===== src/rtl/seu_uart_reporter.sv =====
// Reports the SEU count as a 6-byte 8N1 UART frame: A5, count MSB..LSB, XOR checksum.
// Frames are triggered by a free-running period timer or by report_req; one trigger can be held pending.
module seu_uart_reporter #(
   parameter int CLKS_PER_BIT  = 868,
   parameter int REPORT_PERIOD = 100000000
) (
   input  logic        clk,
   input  logic        rst_n,
   input  logic [31:0] ctr_in,
   input  logic        report_req,
   output logic        tx,
   output logic        busy,
   output logic [15:0] frame_cnt
);
   localparam int CW = $clog2(CLKS_PER_BIT + 1);
   localparam int TW = $clog2(REPORT_PERIOD);

   typedef enum logic [1:0] {IDLE, START, DATA, STOP} state_t;

   state_t        state_q, state_d;
   logic [CW-1:0] cnt_q, cnt_d;
   logic [2:0]    bit_q, bit_d;
   logic [2:0]    byte_q, byte_d;
   logic [31:0]   snap_q, snap_d;
   logic [7:0]    chk_q, chk_d;
   logic          pend_q, pend_d;
   logic          tx_q, tx_d;
   logic          busy_q, busy_d;
   logic [15:0]   fcnt_q, fcnt_d;
   logic [TW-1:0] timer_q, timer_d;
   logic          tick, trig, bit_end;
   logic [7:0]    cur_byte;

   assign tick    = (timer_q == TW'(REPORT_PERIOD - 1));
   assign timer_d = tick ? '0 : timer_q + TW'(1);
   assign trig    = tick | report_req;
   assign bit_end = (cnt_q == '0);

   always_comb begin
      state_d = state_q;
      cnt_d   = cnt_q;
      bit_d   = bit_q;
      byte_d  = byte_q;
      snap_d  = snap_q;
      chk_d   = chk_q;
      pend_d  = pend_q | trig;
      fcnt_d  = fcnt_q;
      unique case (state_q)
         IDLE: begin
            if (trig || pend_q) begin
               snap_d  = ctr_in;
               chk_d   = ctr_in[31:24] ^ ctr_in[23:16] ^ ctr_in[15:8] ^ ctr_in[7:0];
               byte_d  = 3'd0;
               bit_d   = 3'd0;
               // One extra start-bit cycle covers the registered-output lag at frame start.
               cnt_d   = CW'(CLKS_PER_BIT);
               pend_d  = pend_q & trig;
               state_d = START;
            end
         end
         START: begin
            if (bit_end) begin
               cnt_d   = CW'(CLKS_PER_BIT - 1);
               bit_d   = 3'd0;
               state_d = DATA;
            end else cnt_d = cnt_q - CW'(1);
         end
         DATA: begin
            if (bit_end) begin
               cnt_d = CW'(CLKS_PER_BIT - 1);
               if (bit_q == 3'd7) state_d = STOP;
               else               bit_d   = bit_q + 3'd1;
            end else cnt_d = cnt_q - CW'(1);
         end
         STOP: begin
            if (bit_end) begin
               cnt_d = CW'(CLKS_PER_BIT - 1);
               if (byte_q < 3'd5) begin
                  byte_d  = byte_q + 3'd1;
                  state_d = START;
               end else begin
                  fcnt_d  = fcnt_q + 16'd1;
                  state_d = IDLE;
               end
            end else cnt_d = cnt_q - CW'(1);
         end
         default: state_d = IDLE;
      endcase
   end

   always_comb begin
      case (byte_d)
         3'd0:    cur_byte = 8'hA5;
         3'd1:    cur_byte = snap_q[31:24];
         3'd2:    cur_byte = snap_q[23:16];
         3'd3:    cur_byte = snap_q[15:8];
         3'd4:    cur_byte = snap_q[7:0];
         3'd5:    cur_byte = chk_q;
         default: cur_byte = 8'hA5;
      endcase
   end

   // Outputs follow the next state, except they hold idle on the accept cycle itself.
   always_comb begin
      tx_d   = 1'b1;
      busy_d = (state_q != IDLE) && (state_d != IDLE);
      if (state_q != IDLE) begin
         case (state_d)
            START:   tx_d = 1'b0;
            DATA:    tx_d = cur_byte[bit_d];
            default: tx_d = 1'b1;
         endcase
      end
   end

   always_ff @(posedge clk or negedge rst_n) begin
      if (!rst_n) begin
         state_q <= IDLE;
         cnt_q   <= '0;
         bit_q   <= '0;
         byte_q  <= '0;
         snap_q  <= '0;
         chk_q   <= '0;
         pend_q  <= 1'b0;
         tx_q    <= 1'b1;
         busy_q  <= 1'b0;
         fcnt_q  <= '0;
         timer_q <= '0;
      end else begin
         state_q <= state_d;
         cnt_q   <= cnt_d;
         bit_q   <= bit_d;
         byte_q  <= byte_d;
         snap_q  <= snap_d;
         chk_q   <= chk_d;
         pend_q  <= pend_d;
         tx_q    <= tx_d;
         busy_q  <= busy_d;
         fcnt_q  <= fcnt_d;
         timer_q <= timer_d;
      end
   end

   assign tx        = tx_q;
   assign busy      = busy_q;
   assign frame_cnt = fcnt_q;
endmodule


===== config.mk =====
export PLATFORM = sky130hd
export DESIGN_NAME = seu_uart_reporter
export DESIGN_NICKNAME = d
export VERILOG_FILES = /design/src/rtl/seu_uart_reporter.sv
export SDC_FILE = /design/constraint.sdc
export NUM_CORES = 1
export LEC_CHECK = 0
export BUFFER_PORTS_ARGS = -buffer_cell sky130_fd_sc_hd__buf_2
export CELL_PAD_IN_SITES_DETAIL_PLACEMENT = 0
export CELL_PAD_IN_SITES_GLOBAL_PLACEMENT = 1
export CORE_ASPECT_RATIO = 1.5
export CORE_MARGIN = 2
export CORE_UTILIZATION = 47
export DETAILED_ROUTE_END_ITERATION = 10
export HOLD_SLACK_MARGIN = 0.02
export PLACE_DENSITY_LB_ADDON = 0.15
export SETUP_SLACK_MARGIN = 0.2
export SLEW_MARGIN = 20
export SYNTH_ARGS = -nofsm -noshare
export SYNTH_HDL_FRONTEND = slang
export SYNTH_SLANG_ARGS = --single-unit

===== constraint.sdc =====
create_clock -name clk -period 3.2 [get_ports clk]
set_input_delay 0.16 -clock clk [delete_from_list [all_inputs] [get_ports clk]]
set_output_delay 0.16 -clock clk [all_outputs]
set_load 0.01 [all_outputs]

==> impl_metrics.tcl, run 1 <==
set metrics [dict create \
    run_status "completed" \
    min-delay-start "ctr_in[29]" \
    track_usage_pct 19.5 \
    criticalPathCategory "register to register" \
    vias_per_cell 5.41 \
    initial_core_util_pct 48.1 \
    fin_crit_sh_pct 92.1 \
    final_max_slew_viol_count 0 \
    r2r-start "timer_q[0]" \
    syn_avg_cell_area_um2 10.4 \
    antenna_found_initial 0 \
    htree_num_levels 3 \
    hold_depth 3 \
    antenna_left 0 \
    cp_slowest_cell "o31a_4" \
    die_area_um2 12200 \
    gp_congestion 0.797 \
    place_area_um2 5900 \
    p_leak_uw 0.00291 \
    clock_path_buffers 2 \
    power_density_nw_per_um2 402 \
    drt_iter0_markers 171 \
    hold-worst-slack_ns 0.0400 \
    synth_edf_count 0 \
    grt_use_met1_pct 22.9 \
    total_power_uw 2540 \
    syn_to_final_growth_pct 18.8 \
    use_met2_pct 35.2 \
    drive_gt1_share_pct 26.6 \
    skew_ns 0.00820 \
    cp_max_fo 5 \
    synth_warnings 0 \
    critPathRequiredTime_ns 3.48 \
    cts_sinks 104 \
    min_delay_worst_endpoint "snap_q[29]" \
    io_pins 53 \
    n_antenna_cell 0 \
    grt_max_degree 77 \
    relSlewSlack_pct 36.8 \
    peakVddDrop_mv 0.235 \
    synthArstFlopShare_pct 100 \
    wl_per_cell_um 14.9 \
    clock_latency_ns 0.35 \
    arrival_ns 3.23 \
    yosysSeqAreaShare_pct 48.9 \
    worstHoldPathType "input port to register" \
    overflow 0 \
    tightest_slew_ns 0.948 \
    r2r-end "tx" \
    clock.fmax_mhz 339 \
    grt_setup_unrepaired "yes" \
    fin_area_um2 6320 \
    worstSetupEndpointType "register" \
    nNetsFinal 638 \
    fill_cells 1035 \
    numCtsBuffers 9 \
    multi_input_area_um2 2630 \
    cp_cell_sequence "ha_1 -> and3_4 -> nand2_2 -> o31a_4 -> o32ai_4 -> inv_2 -> or3_1 -> a21oi_1 -> o2111ai_1 -> o311a_1 -> a211o_1 -> a21o_1" \
    routed_wl_mm 11.1 \
    slowest_delay_ns 0.40 \
    num_vias 4030 \
    critical_path_buf_inv_count 1 \
    root_buffer "clkbuf_16" \
    grt_pass1_wl_mm 19.3 \
    hold_viol 0 \
    dp_hpwl_mm 8.10 \
    coreArea_um2 11100 \
    rows 47 \
    setup_violations 0 \
    crit_family "compound AO/OA/AOI/OAI gates" \
    synth_area_um2 5320 \
    period_minus_slack_ns 2.95 \
    ys_seq_elements 104 \
    die_w_um 90.9 \
    synthFlopType "dfrtp_1" \
    setup_tns_ns 0 \
    seqCellArea_um2 2600 \
    route.detailed.drc 0 \
    synth.distinct_cells 58 \
    io_buffers 52 \
    clk_pin_slew_ns 0.07 \
    synth.net_count 558 \
    worst-r2r-cell-count 12 \
    top_usage_layer "met2" \
    grt_pass1_vias 4158 \
    maxCapViolCount 0 \
    die_y_um 134 \
    dr.pass1.iters 4 \
    synthCells 513 \
    rrSetupSlack_ns 0.25 \
    cts_tree "done" \
    met3_usage_pct 3.71 \
    startpoint_type "register" \
]
-- power breakdown --
| group | switching, µW | leakage, µW | internal (µW) | total, µW |
|---|---|---|---|---|
| Sequential | 0 | 0.00135 | 1310 | 1310 |
| Clock | 499 | 0.000145 | 631 | 1130 |
| Combinational | 54.2 | 0.00141 | 43.8 | 98.0 |
-- Yosys cell counts, types with 3 or more instances --
master / n / area share [%]
a21o_1: 3 / 0.42
dfrtp_1: 103 / 48
o22ai_1: 4 / 0.47
or3_1: 3 / 0.35
ha_1: 10 / 2.4
nand2b_1: 6 / 0.71
buf_2: 7 / 0.66
mux2_2: 33 / 7.0
inv_1: 16 / 1.1
nor3_1: 9 / 0.85
a211oi_1: 4 / 0.56
o31ai_1: 3 / 0.42
nor2_1: 53 / 3.7
nand4_1: 11 / 1.3
a21oi_1: 25 / 2.4
and2_1: 4 / 0.47
and3_1: 7 / 0.82
nor2b_1: 5 / 0.59
nand2_1: 35 / 2.5
clkbuf_1: 9 / 0.63
o21ai_0: 27 / 2.5
xor2_1: 17 / 2.8
xnor2_1: 46 / 7.6
a22oi_1: 3 / 0.42
o2111ai_1: 3 / 0.49
nand3_1: 26 / 2.4
-- through the flow --
stage | setup WS (ns) | util, % | std cells
2_1_floorplan | 0.311 | - | 513
6_report | 0.252 | 57.2 | 745
3_5_place_dp | 0.0604 | 53.3 | 719
3_3_place_gp | 0.122 | 53.3 | 719
5_1_grt | 0.0589 | 57.2 | 745
4_1_cts | 0.215 | 56.9 | 744
-- what timing repair did --
item	4_1_cts	5_1_grt
buffers inserted	8	1
hold buffers	1	0
pin swaps	4	3
hold endpoints to repair	40	0
setup endpoints to repair	1	2
gates resized for setup	5	6
-- placed cells by master (no fill, tap or decap), types with 4 or more instances in the layout --
master / count
a21oi_1: 24
and2_1: 4
and3_1: 4
buf_2: 51
buf_4: 32
clkbuf_16: 9
dfrtp_1: 103
ha_1: 8
inv_1: 16
mux2_2: 33
nand2_1: 34
nand2b_1: 6
nand3_1: 26
nand4_1: 11
nor2_1: 52
nor2b_1: 4
nor3_1: 8
o21ai_0: 27
o22ai_1: 4
xnor2_1: 46
xor2_1: 17
-- layer usage --
| layer | part of all wire, % | up-vias |
|---|---|---|
| li1 | - | 1961 |
| met1 | 42 | 1982 |
| met2 | 53 | 72 |
| met3 | 2.9 | 15 |
| met4 | 2.2 | 0 |
| met5 | 0 | - |
-- how the worst max path moves through the flow --
| stage | from | endpoint | cells past startpoint |
|---|---|---|---|
| 3_5_place_dp | timer_q[0] | tx | 11 |
| 6_report | timer_q[0] | tx | 12 |
| 3_3_place_gp | timer_q[0] | tx | 11 |
| 2_1_floorplan | timer_q[0] | snap_q[24] | 8 |
| 5_1_grt | cnt_q[0] | tx | 13 |
| 4_1_cts | cnt_q[0] | tx | 12 |
-- state kept, by name (all words and copies together), names as in the netlist --
signal,count
cnt_q,10
state_q,2
bit_q,3
snap_q,32
frame_cnt,16
byte_q,3
tx,1
chk_q,8
busy,1
timer_q,27
pend_q,1
-- cells by family after synthesis --
logic type	Yosys count	synth area share, %
fa+ha+maj	10	2.35
flops	104	48.9
mux	36	7.59
compound gates	93	12.0
buf+inv	34	2.56
xor+xnor	63	10.4
simple gates	173	16.2
-- worst reg2reg max path, delay by kind of cell, from the launching register on --
family / cells / cell delay, ns
AND/OR/NAND/NOR: 3 / 0.63
flip-flops: 1 / 0.38
buffers and inverters: 1 / 0.08
adder cells (fa/ha/maj): 1 / 0.20
AO/OA/AOI/OAI: 7 / 1.61
-- cell type report --
type / count / share of cell area [%]
multi-input combinational: 375 / 41.7
sequential: 104 / 41.2
clock inverter: 6 / 1.07
tap: 147 / 2.91
timing repair buffer: 85 / 8.31
inverter: 18 / 1.07
clock buffer: 10 / 3.78
Power figures use the tool's default switching activity.
==> run 2: changes to the inputs <==
--- a/config.mk
+++ b/config.mk
@@ -14,7 +14,7 @@
 export DETAILED_ROUTE_END_ITERATION = 10
 export HOLD_SLACK_MARGIN = 0.02
 export PLACE_DENSITY_LB_ADDON = 0.15
-export SETUP_SLACK_MARGIN = 0.2
+export SETUP_SLACK_MARGIN = 0.3
 export SLEW_MARGIN = 20
 export SYNTH_ARGS = -nofsm -noshare
 export SYNTH_HDL_FRONTEND = slang
==> impl_metrics.tcl, run 2 (synthesis gave the netlist of run 1 again) <==
set metrics [dict create \
    run_status "completed" \
    initial_core_util_pct 48.1 \
    route.detailed.drc 0 \
    total_power_uw 2540 \
    overflow 0 \
    grt_pass1_wl_mm 19.6 \
    p_leak_uw 0.00293 \
    grt_max_degree 77 \
    relSlewSlack_pct 36.8 \
    antenna_found_initial 0 \
    skew_ns 0.00824 \
    drt_iter0_markers 183 \
    worstHoldPathType "input port to register" \
    coreArea_um2 11100 \
    num_vias 4038 \
    arrival_ns 3.19 \
    critPathRequiredTime_ns 3.48 \
    dp_cells 719 \
    fin_crit_sh_pct 90.9 \
    final_cells 746 \
    mostFrequentLayoutCell "dfrtp_1" \
    grt_setup_unrepaired "yes" \
    drive_gt1_share_pct 28.2 \
    cp_cell_sequence "nor4b_2 -> nand4_1 -> o31a_4 -> o32ai_4 -> inv_2 -> buf_4 -> a221o_1 -> a31o_1 -> a211o_1 -> a21o_1" \
    cts_sinks 104 \
    vias_per_cell 5.41 \
    hold_viol 0 \
    antenna_left 0 \
    final_cell_mix "dfrtp_1 (102), buf_2 (51), nor2_1 (50)" \
    track_usage_pct 19.8 \
    fin_ws_ns 0.291 \
    clock_path_buffers 2 \
    htree_num_levels 3 \
    setup_tns_ns 0 \
    startpoint_type "register" \
    rows 47 \
    worstSetupEndpointType "register" \
    root_buffer "clkbuf_16" \
    peakVddDrop_mv 0.234 \
    crit_family "compound AO/OA/AOI/OAI gates" \
    slowest_delay_ns 0.45 \
    die_w_um 90.9 \
    gp_congestion 0.797 \
    largest_register_ffs 32 \
    final_max_slew_viol_count 0 \
    clk_pin_slew_ns 0.07 \
    hold-worst-slack_ns 0.0406 \
    critical_path_buf_inv_count 2 \
    setup_violations 0 \
    largest-register "snap_q" \
    wl_per_cell_um 15.0 \
    cts_tree "done" \
    dp_hpwl_mm 8.10 \
    numCtsBuffers 9 \
    cp_max_fo 7 \
    syn_to_final_growth_pct 20.2 \
    die_y_um 134 \
    fill_cells 1021 \
    n_antenna_cell 0 \
    period_minus_slack_ns 2.91 \
    dr.pass1.iters 4 \
    clock.fmax_mhz 344 \
    io_pins 53 \
    nNetsFinal 639 \
    tightest_slew_ns 0.947 \
    clock_latency_ns 0.35 \
    power_density_nw_per_um2 397 \
    routed_wl_mm 11.2 \
    place_ws_ns 0.0604 \
    maxCapViolCount 0 \
    die_area_um2 12200 \
    cp_slowest_cell "o31a_4" \
    criticalPathCategory "register to register" \
    grt_pass1_vias 4196 \
    io_buffers 52 \
]
-- run 2: stage by stage --
step	instance area [µm²]	utilization, %
floorplan	5320	-
global placement	5900	53.3
detailed placement	5900	53.3
CTS	6370	57.6
global route	6400	57.9
finish	6400	57.9
-- run 2: path summary, 6_finish.rpt --
path / depth (start not counted) / slack, ns / start / endpoint
worst max-delay path: 10 / 0.29 / timer_q[12] / tx
worst min-delay path: 3 / 0.04 / ctr_in[29] / snap_q[29]
worst max register to register: 10 / 0.29 / timer_q[12] / tx
worst min register to register: 1 / 0.47 / timer_q[0] / timer_q[0]
max in group asynchronous: 3 / 1.90 / rst_n / frame_cnt[8]
min in group asynchronous: 2 / 0.51 / rst_n / timer_q[24]
-- run 2: metal layers --
metal / GRT usage (%) / part of all wire (%) / wire length, µm / vias up
met5: 0 / 0 / 0 / -
met4: 7.58 / 2.4 / 268 / 0
met3: 3.71 / 2.5 / 281 / 20
met1: 23.5 / 42 / 4720 / 1990
met2: 35.4 / 53 / 5910 / 59
li1: - / - / - / 1969
-- run 2: report_power, final --
group	internal [µW]	switching, µW
logic	43.8	54.1
registers	1310	0
clock network	631	499
-- run 2: timing repair --
item,4_1_cts,5_1_grt
endpoints found under the setup margin,1,1
setup buffers,9,1
hold buffers,1,0
pin swaps,11,3
cloned,0,0
hold endpoints to repair,40,0
gates resized for setup,21,5
-- run 2: cell type report --
type	count	area, µm²	share of cell area [%]
Multi-Input combinational cell	375	2690	42.1
Clock inverter	6	67.6	1.06
Sequential cell	104	2610	40.7
Timing Repair Buffer	86	541	8.45
Clock buffer	10	239	3.74
Inverter	18	67.6	1.06
Tap cell	147	184	2.88
-- run 2: worst reg2reg max path, stage by stage (launching register included) --
cell and delay, ns:
dfrtp_1 0.39, nor4b_2 0.26, nand4_1 0.22, o31a_4 0.45, o32ai_4 0.25, inv_2 0.09
buf_4 0.17, a221o_1 0.32, a31o_1 0.23, a211o_1 0.30, a21o_1 0.18
==> run 3: changes to the inputs <==
==> constraint.sdc (replaced) <==
create_clock -name clk -period 3.1 [get_ports clk]
set_input_delay 0.155 -clock clk [delete_from_list [all_inputs] [get_ports clk]]
set_output_delay 0.155 -clock clk [all_outputs]
set_load 0.01 [all_outputs]
==> impl_metrics.tcl, run 3 (synthesis gave the netlist of run 1 again) <==
set metrics [dict create \
    run_status "completed" \
    final_max_slew_viol_count 0 \
    nNetsFinal 661 \
    grt_pass1_vias 4306 \
    track_usage_pct 20.1 \
    peakVddDrop_mv 0.249 \
    io_buffers 52 \
    period_minus_slack_ns 2.90 \
    multi_input_area_um2 2780 \
    die_y_um 134 \
    vias_per_cell 5.40 \
    die_area_um2 12200 \
    coreArea_um2 11100 \
    mostFrequentLayoutCell "dfrtp_1" \
    grt_pass1_wl_mm 19.9 \
    num_vias 4145 \
    initial_core_util_pct 48.1 \
    clk_pin_slew_ns 0.07 \
    cts_tree "done" \
    fin_area_um2 6730 \
    fill_cells 991 \
    grt_max_degree 54 \
    place_area_um2 5980 \
    dr.pass1.iters 4 \
    setup_violations 0 \
    arrival_ns 3.17 \
    cp_slowest_cell "o31a_4" \
    worstSetupEndpointType "register" \
    fin_ws_ns 0.204 \
    hold_viol 0 \
    relSlewSlack_pct 58.9 \
    clock_path_buffers 2 \
    fin_crit_sh_pct 93.4 \
    largest-register "snap_q" \
    skew_ns 0.00751 \
    power_density_nw_per_um2 401 \
    antenna_found_initial 0 \
    overflow 0 \
    n_antenna_cell 0 \
    dp_hpwl_mm 8.29 \
    wl_per_cell_um 15.2 \
    rows 47 \
    maxCapViolCount 0 \
    antenna_left 0 \
    cp_cell_sequence "ha_2 -> and3_4 -> nand2_4 -> o31a_4 -> buf_6 -> o31ai_4 -> inv_2 -> a211oi_2 -> a21oi_1 -> o311a_1 -> a211o_1 -> a21o_1" \
    clock_latency_ns 0.34 \
    gp_congestion 0.887 \
    startpoint_type "register" \
    place_ws_ns 0.0662 \
    root_buffer "clkbuf_16" \
    criticalPathCategory "register to register" \
    syn_to_final_growth_pct 26.4 \
    seqCellArea_um2 2610 \
    setup_tns_ns 0 \
    worstHoldPathType "input port to register" \
    final_cell_mix "dfrtp_1 (102), nor2_1 (52), buf_2 (51)" \
    grt_setup_unrepaired "yes" \
    route.detailed.drc 0 \
    p_leak_uw 0.00311 \
    htree_num_levels 3 \
    drive_gt1_share_pct 31.7 \
    critPathRequiredTime_ns 3.38 \
    routed_wl_mm 11.7 \
    io_pins 53 \
    clock.fmax_mhz 345 \
    crit_family "compound AO/OA/AOI/OAI gates" \
    drt_iter0_markers 171 \
    tightest_slew_ns 0.616 \
    slowest_delay_ns 0.37 \
    cp_max_fo 5 \
    critical_path_buf_inv_count 2 \
    largest_register_ffs 32 \
    numCtsBuffers 9 \
    die_w_um 90.9 \
    cts_sinks 104 \
]
[run 3: cell count changes in the layout (fill, tap and decap cells not counted), moves of 2 or more]
| cell | before | now |
|---|---|---|
| nor2_1 | 50 | 52 |
| buf_4 | 31 | 45 |
| buf_12 | 1 | 4 |
| a21oi_2 | 2 | 0 |
| nor3_1 | 8 | 6 |
| mux2_4 | 0 | 2 |
| buf_6 | 2 | 4 |
| inv_6 | 1 | 3 |
| o22ai_2 | 0 | 3 |
| o22ai_1 | 4 | 2 |
[run 3: power breakdown]
part | total [µW] | internal, µW | switching [µW]
sequential | 1360 | 1360 | 0
clock | 1240 | 717 | 522
combinational | 102 | 45.2 | 56.6
[run 3: timing repair]
item | in CTS | in global routing
setup buffers | 20 | 3
pin swaps | 25 | 7
gates resized for setup | 31 | 5
setup endpoints to repair | 1 | 5
hold buffers | 1 | 0
hold endpoints to repair | 43 | 0
gates cloned | 3 | 0
[run 3: final timing paths]
path                               start             to  slack (ns)  cells after the start
setup reg to reg              timer_q[0]             tx        0.20                     12
min in group asynchronous          rst_n    timer_q[23]        0.35                      2
setup / recovery              timer_q[0]             tx        0.20                     12
max in group asynchronous          rst_n   frame_cnt[0]        1.86                      3
hold reg to reg            frame_cnt[15]  frame_cnt[15]        0.47                      1
hold / removal                ctr_in[29]     snap_q[29]        0.06                      3
[run 3: stage by stage]
step                      power, µW  hold WS, ns  utilization, %  cells
after global routing           2800       0.0456            60.8    768
after detailed placement       1490        0.208            54.1    725
after global placement         1480        0.200            54.1    725
final                          2700       0.0570            60.8    768
after CTS                      2730       0.0486            60.4    765
after floorplan                1420       -0.141               -    513
[run 3: cell type report]
type | instances | area share (%)
repair buffers | 106 | 11.3
multi-input cells | 376 | 41.3
inverters | 18 | 1.00
flip-flops and latches | 104 | 38.7
well taps | 147 | 2.73
clock inverters | 7 | 1.49
repair inverters | 1 | 0.112
clock buffers | 9 | 3.35
[run 3: routing by layer]
metal | up-vias | wire length [µm] | share of wire [%] | global-route usage, %
met3 | 18 | 267 | 2.3 | 3.20
met5 | - | 0 | 0 | 0
met2 | 53 | 6580 | 56 | 38.4
li1 | 2017 | - | - | -
met1 | 2057 | 4600 | 39 | 22.4
met4 | 0 | 229 | 2.0 | 7.41
[run 3: worst min-delay path, delay by kind of cell]
| kind | cells | cell delay, ns |
|---|---|---|
| buffers and inverters | 1 | 0.10 |
| AO/OA/AOI/OAI | 1 | 0.06 |
| AND/OR/NAND/NOR | 1 | 0.05 |
